`config.mk`:
```
export PLATFORM = sky130hd
export DESIGN_NAME = multicycle_controller
export DESIGN_NICKNAME = d
export VERILOG_FILES = /design/src/rtl/multicycle_controller.sv
export SDC_FILE = /design/constraint.sdc
export NUM_CORES = 1
export LEC_CHECK = 0
export CAP_MARGIN = 15
export CORE_MARGIN = 4
export CORE_UTILIZATION = 41
export CTS_CLUSTER_DIAMETER = 50
export DETAILED_ROUTE_END_ITERATION = 12
export PLACE_DENSITY = 0.84
export RECOVER_POWER = 100
export SYNTH_ARGS = -nofsm -noshare
export SYNTH_HDL_FRONTEND = slang
export SYNTH_SLANG_ARGS = --single-unit
```
`constraint.sdc`:
```
create_clock -name clk -period 6.5 [get_ports clk]
set_input_delay 1.95 -clock clk [delete_from_list [all_inputs] [get_ports clk]]
set_output_delay 1.95 -clock clk [all_outputs]
set_load 0.005 [all_outputs]
```
`src/rtl/multicycle_controller.sv`:
```
// multicycle_controller: main control FSM plus ALU and immediate decoders for a
// multicycle RV32 core. Sits beside the datapath and consumes the IR fields and ALU Zero.
// The controls are Moore outputs decoded from the current state. ImmSrc and ALUControl
// also depend on the IR fields.
// Ports:
//   clk, reset        clock and synchronous active-high reset (state -> FETCH)
//   op/funct3/funct7b5 instruction fields from the IR; Zero from the ALU
//   PCWrite, AdrSrc, MemWrite, IRWrite, RegWrite, ResultSrc, ALUSrcA, ALUSrcB,
//   ALUControl, ImmSrc  datapath selects and enables
//   halted            high while in HALT; state_o exposes the state register
module multicycle_controller #(
  parameter bit ILLEGAL_HALT = 1'b0
) (
  input  logic       clk,
  input  logic       reset,
  input  logic [6:0] op,
  input  logic [2:0] funct3,
  input  logic       funct7b5,
  input  logic       Zero,
  output logic       PCWrite,
  output logic       AdrSrc,
  output logic       MemWrite,
  output logic       IRWrite,
  output logic       RegWrite,
  output logic [1:0] ResultSrc,
  output logic [1:0] ALUSrcA,
  output logic [1:0] ALUSrcB,
  output logic [2:0] ALUControl,
  output logic [2:0] ImmSrc,
  output logic       halted,
  output logic [3:0] state_o
);

  localparam logic [3:0] S_FETCH    = 4'd0;
  localparam logic [3:0] S_DECODE   = 4'd1;
  localparam logic [3:0] S_MEMADR   = 4'd2;
  localparam logic [3:0] S_MEMREAD  = 4'd3;
  localparam logic [3:0] S_MEMWB    = 4'd4;
  localparam logic [3:0] S_MEMWRITE = 4'd5;
  localparam logic [3:0] S_EXECR    = 4'd6;
  localparam logic [3:0] S_EXECI    = 4'd7;
  localparam logic [3:0] S_ALUWB    = 4'd8;
  localparam logic [3:0] S_JAL      = 4'd9;
  localparam logic [3:0] S_BRANCH   = 4'd10;
  localparam logic [3:0] S_LUI      = 4'd11;
  localparam logic [3:0] S_HALT     = 4'd12;

  localparam logic [6:0] OP_LOAD   = 7'b0000011;
  localparam logic [6:0] OP_STORE  = 7'b0100011;
  localparam logic [6:0] OP_RTYPE  = 7'b0110011;
  localparam logic [6:0] OP_ITYPE  = 7'b0010011;
  localparam logic [6:0] OP_BRANCH = 7'b1100011;
  localparam logic [6:0] OP_JAL    = 7'b1101111;
  localparam logic [6:0] OP_JALR   = 7'b1100111;
  localparam logic [6:0] OP_LUI    = 7'b0110111;

  localparam logic [1:0] ALUOP_ADD   = 2'b00;
  localparam logic [1:0] ALUOP_SUB   = 2'b01;
  localparam logic [1:0] ALUOP_FUNCT = 2'b10;

  logic [3:0] r_state;
  logic [3:0] w_next;
  logic [3:0] w_dec_state;
  logic       w_pc_update;
  logic       w_branch;
  logic       w_irwrite;
  logic       w_memwrite;
  logic       w_regwrite;
  logic [1:0] w_alu_op;

  // State register
  always_ff @(posedge clk) begin
    if (reset) r_state <= S_FETCH;
    else       r_state <= w_next;
  end

  // Next-state logic
  always_comb begin
    w_next = S_FETCH;
    case (r_state)
      S_FETCH:  w_next = S_DECODE;
      S_DECODE: begin
        case (op)
          OP_LOAD, OP_STORE: w_next = S_MEMADR;
          OP_RTYPE:          w_next = S_EXECR;
          OP_ITYPE:          w_next = S_EXECI;
          OP_BRANCH:         w_next = S_BRANCH;
          OP_JAL:            w_next = S_JAL;
          OP_LUI:            w_next = S_LUI;
          default:           w_next = ILLEGAL_HALT ? S_HALT : S_FETCH;
        endcase
      end
      S_MEMADR:   w_next = op[5] ? S_MEMWRITE : S_MEMREAD;
      S_MEMREAD:  w_next = S_MEMWB;
      S_EXECR:    w_next = S_ALUWB;
      S_EXECI:    w_next = S_ALUWB;
      S_JAL:      w_next = S_ALUWB;
      S_HALT:     w_next = S_HALT;
      default:    w_next = S_FETCH;
    endcase
  end

  // While reset is high, the selects decode as FETCH. The enables are masked below.
  assign w_dec_state = reset ? S_FETCH : r_state;

  // Moore control decode
  always_comb begin
    AdrSrc      = 1'b0;
    ResultSrc   = 2'b00;
    ALUSrcA     = 2'b00;
    ALUSrcB     = 2'b00;
    halted      = 1'b0;
    w_pc_update = 1'b0;
    w_branch    = 1'b0;
    w_irwrite   = 1'b0;
    w_memwrite  = 1'b0;
    w_regwrite  = 1'b0;
    w_alu_op    = ALUOP_ADD;
    case (w_dec_state)
      S_FETCH: begin
        w_irwrite   = 1'b1;
        ALUSrcB     = 2'b10;
        ResultSrc   = 2'b10;
        w_pc_update = 1'b1;
      end
      S_DECODE: begin
        ALUSrcA = 2'b01;
        ALUSrcB = 2'b01;
      end
      S_MEMADR: begin
        ALUSrcA = 2'b10;
        ALUSrcB = 2'b01;
      end
      S_MEMREAD:  AdrSrc = 1'b1;
      S_MEMWB: begin
        ResultSrc  = 2'b01;
        w_regwrite = 1'b1;
      end
      S_MEMWRITE: begin
        AdrSrc     = 1'b1;
        w_memwrite = 1'b1;
      end
      S_EXECR: begin
        ALUSrcA  = 2'b10;
        w_alu_op = ALUOP_FUNCT;
      end
      S_EXECI: begin
        ALUSrcA  = 2'b10;
        ALUSrcB  = 2'b01;
        w_alu_op = ALUOP_FUNCT;
      end
      S_ALUWB:    w_regwrite = 1'b1;
      S_JAL: begin
        ALUSrcA     = 2'b01;
        ALUSrcB     = 2'b10;
        w_pc_update = 1'b1;
      end
      S_BRANCH: begin
        ALUSrcA  = 2'b10;
        w_alu_op = ALUOP_SUB;
        w_branch = 1'b1;
      end
      S_LUI: begin
        ResultSrc  = 2'b11;
        w_regwrite = 1'b1;
      end
      S_HALT:     halted = 1'b1;
      default:    ;
    endcase
  end

  // funct3[0] separates bne from beq, so it inverts the Zero test.
  assign PCWrite  = ~reset & (w_pc_update | (w_branch & (Zero ^ funct3[0])));
  assign IRWrite  = ~reset & w_irwrite;
  assign MemWrite = ~reset & w_memwrite;
  assign RegWrite = ~reset & w_regwrite;
  assign state_o  = r_state;

  // ALU decoder
  always_comb begin
    ALUControl = 3'b000;
    case (w_alu_op)
      ALUOP_SUB:   ALUControl = 3'b001;
      ALUOP_FUNCT: begin
        case (funct3)
          3'b000:  ALUControl = (op[5] & funct7b5) ? 3'b001 : 3'b000;
          3'b010:  ALUControl = 3'b101;
          3'b110:  ALUControl = 3'b011;
          3'b111:  ALUControl = 3'b010;
          default: ALUControl = 3'b000;
        endcase
      end
      default:     ALUControl = 3'b000;
    endcase
  end

  // Immediate format decoder
  always_comb begin
    ImmSrc = 3'b000;
    case (op)
      OP_LOAD, OP_ITYPE, OP_JALR: ImmSrc = 3'b000;
      OP_STORE:                   ImmSrc = 3'b001;
      OP_BRANCH:                  ImmSrc = 3'b010;
      OP_JAL:                     ImmSrc = 3'b011;
      OP_LUI:                     ImmSrc = 3'b100;
      default:                    ImmSrc = 3'b000;
    endcase
  end

endmodule

```
==> flow_summary.toml, run 1 <==
[outcome]
status = "completed"

[timing]
fin_setup_tns_ps = 0
min_period_ps = 6090
rsz0062_at_grt = "false"
slew_headroom_pct = 56.3
fin_crit_sh_pct = 93.7
fmax_mhz = 164
hold_viol = 0
worstMarginPinSlew_ps = 654
fin_skew_ps = 0.284
drv_slew = 0
fin_ws_ps = 409
setup_violations = 0
hold_ws_ps = 736

[cells_and_area]
largest_register_ffs = 4
num-fill-cells = 151
diodes = 0
nNetsFinal = 144
ff_latch_area_um2 = 80.1
post-route-util_pct = 65.2
final_layout_size_suffix_gt1_share_pct = 6.35
syn2layout_area_growth_pct = 48.7
fin_cells = 142
multi_input_area_um2 = 502

[critical_path]
critPathMaxFanout = 3
cp-end-kind = "primary output"
crit_type = "input pin to primary output"
start_kind = "input pin"
cpPeakStageDelay_ps = 600
crit_required_ps = 4550
crit_arrival_ps = 4140
critPathSlowestCell = "dlygate4sd3_1"
cp_cell_sequence = "clkdlybuf4s50_1, nand2b_1, nor3b_1, inv_1, ha_1, nor4_1, dlygate4sd3_1"

[place]
place_inst = 139
detailedPlace.worstSlack_ps = 527
gp_congestion = 0.767
dp_hpwl_um = 1380
io_buffers = 35

[route]
drt-pass1-iter-count = 4
wl_um = 1810
num_vias = 779
drc_errors = 0
vias_per_cell = 5.49
ant_nets = 0
drt_iter0_markers = 10
wl_per_cell_um = 12.7

[pwr]
swShare_pct = 30.0
p_per_area_nw_per_um2 = 92.8
clock_power_share_pct = 34.5
switching_power_uw = 27.7
power.static_leakage_nw = 0.389
power.internal_uw = 64.5
p_seq_share_pct = 31.0
max-vdd-ir-drop_uv = 103
pwr-share-comb_pct = 34.5

[cts]
numCtsBuffers = 3
clk_pin_slew_worst_paths_ps = 40
cts_tree = "built"
cts-root-buf = "clkbuf_4"
post_cts_resized = 0
post-cts-setup-buffers = 0
clock_path_buffers = 2
insertion_delay_ps = 240
ctsHtreeMaxLevel = 1
cts_hold_buf = 0
clkSinkCount = 4

[floorplan]
start_util_pct = 43.8
die_h_um = 48.4
die_area_um2 = 2340
coreArea_um2 = 1520
ioPinCount = 36
die_x_um = 48.4
num_rows = 14

[logic_synthesis]
synth_commonest_cells = "a21oi_1, nor2_1, nand2_1, xnor2_1"
synthCells = 96
synth_top_area_share_pct = 12.0
ys_seq_area_share_pct = 12.0
yosys.area.top_type = "dfxtp_1"
synth_edf_count = 0
synth_ff_type = "dfxtp_1"
synth_cell_type_count = 41
synthArstFlopShare_pct = 0
synth_area_um2 = 668
synth.avg_cell_area_um2 = 6.96
synth_warnings = 0
yosys_register_bits = 4
syn_nets = 112
synth_area_leaders = "dfxtp_1, a21oi_1, xnor2_1"

[grt]
grt_max_degree = 22
grt_overflow = 0
track_usage_pct = 14.4
grt_first_pass_wirelength_um = 2820
antenna_found_initial = 0
grt_pass1_vias = 646

[hold_path]
hp-class = "flip-flop to flip-flop"

[flow_run]
maxCapViolations = 0
==> critical path, delay by kind of cell <==
family / cells / cell delay (ps)
fa+ha+maj: 1 / 320
buf+inv: 3 / 1090
simple gates: 3 / 780
==> per-layer routing <==
layer	vias up	GRT usage [%]	part of all wire (%)
met5	-	0	0
met4	0	5.53	0.66
met3	2	4.91	8.0
met2	33	23.7	46
met1	340	16.9	45
li1	404	-	-
==> path summary, 6_finish.rpt <==
check,start,end,slack (ps),cells past startpoint
setup / recovery,reset,ALUControl[2],410,7
hold / removal,state_o[3],state_o[1],740,1
setup reg to reg,state_o[0],state_o[3],5080,4
hold reg to reg,state_o[3],state_o[1],740,1
==> cells by family after synthesis <==
kind of cell	synth area share, %
adder cells (fa/ha/maj)	3.74
XOR/XNOR	7.87
flip-flops	12.0
AND/OR/NAND/NOR	42.9
AO/OA/AOI/OAI	22.1
buffers and inverters	11.4
==> cells in the final DEF, fill, tap and decap left out, types with 2 or more instances in the layout <==
| cell | n |
|---|---|
| a21oi_1 | 10 |
| a31oi_1 | 2 |
| and3_1 | 2 |
| clkbuf_4 | 3 |
| clkdlybuf4s50_1 | 13 |
| dfxtp_1 | 4 |
| dlygate4sd3_1 | 22 |
| ha_1 | 2 |
| inv_1 | 4 |
| nand2_1 | 6 |
| nand2b_2 | 2 |
| nand3_1 | 3 |
| nor2_1 | 10 |
| nor2b_1 | 3 |
| nor3_1 | 4 |
| nor3b_1 | 5 |
| nor4_1 | 3 |
| o22ai_1 | 2 |
| or3_1 | 2 |
| xnor2_1 | 5 |
==> area by class of cell <==
| class | count | area share (%) |
|---|---|---|
| tap | 16 | 2.02 |
| multi-input combinational | 79 | 50.5 |
| inverter | 4 | 1.51 |
| timing repair buffer | 36 | 35.6 |
| clock buffer | 3 | 2.27 |
| sequential | 4 | 8.06 |
==> power by group through the flow <==
stage	clock [mW]	combinational (mW)	sequential, mW
after floorplan	0	0.0192	0.0261
after global placement	0	0.0334	0.0290
after detailed placement	0	0.0342	0.0290
after CTS	0.0329	0.0343	0.0286
after global routing	0.0346	0.0347	0.0288
final	0.0319	0.0318	0.0286
==> stage by stage <==
step,area [um^2],power (mW)
floorplan,668,0.0453
global placement,985,0.0624
detailed placement,985,0.0632
CTS,1010,0.0958
global route,993,0.0981
finish,993,0.0922
Note: power is estimated with default switching activity, not from simulation.
==> run 2, diff against run 1 <==
--- a/config.mk
+++ b/config.mk
@@ -15,3 +15,4 @@
 export SYNTH_ARGS = -nofsm -noshare
 export SYNTH_HDL_FRONTEND = slang
 export SYNTH_SLANG_ARGS = --single-unit
+export TNS_END_PERCENT = 1
==> results of run 2 <==
Same layout as run 1: the final DEF is identical, and so are final timing and power.
==> run 3, diff against run 2 <==
--- a/config.mk
+++ b/config.mk
@@ -15,4 +15,3 @@
 export SYNTH_ARGS = -nofsm -noshare
 export SYNTH_HDL_FRONTEND = slang
 export SYNTH_SLANG_ARGS = --single-unit
-export TNS_END_PERCENT = 1
==> results of run 3 <==
Same layout as run 1: the final DEF is identical, and so are final timing and power.
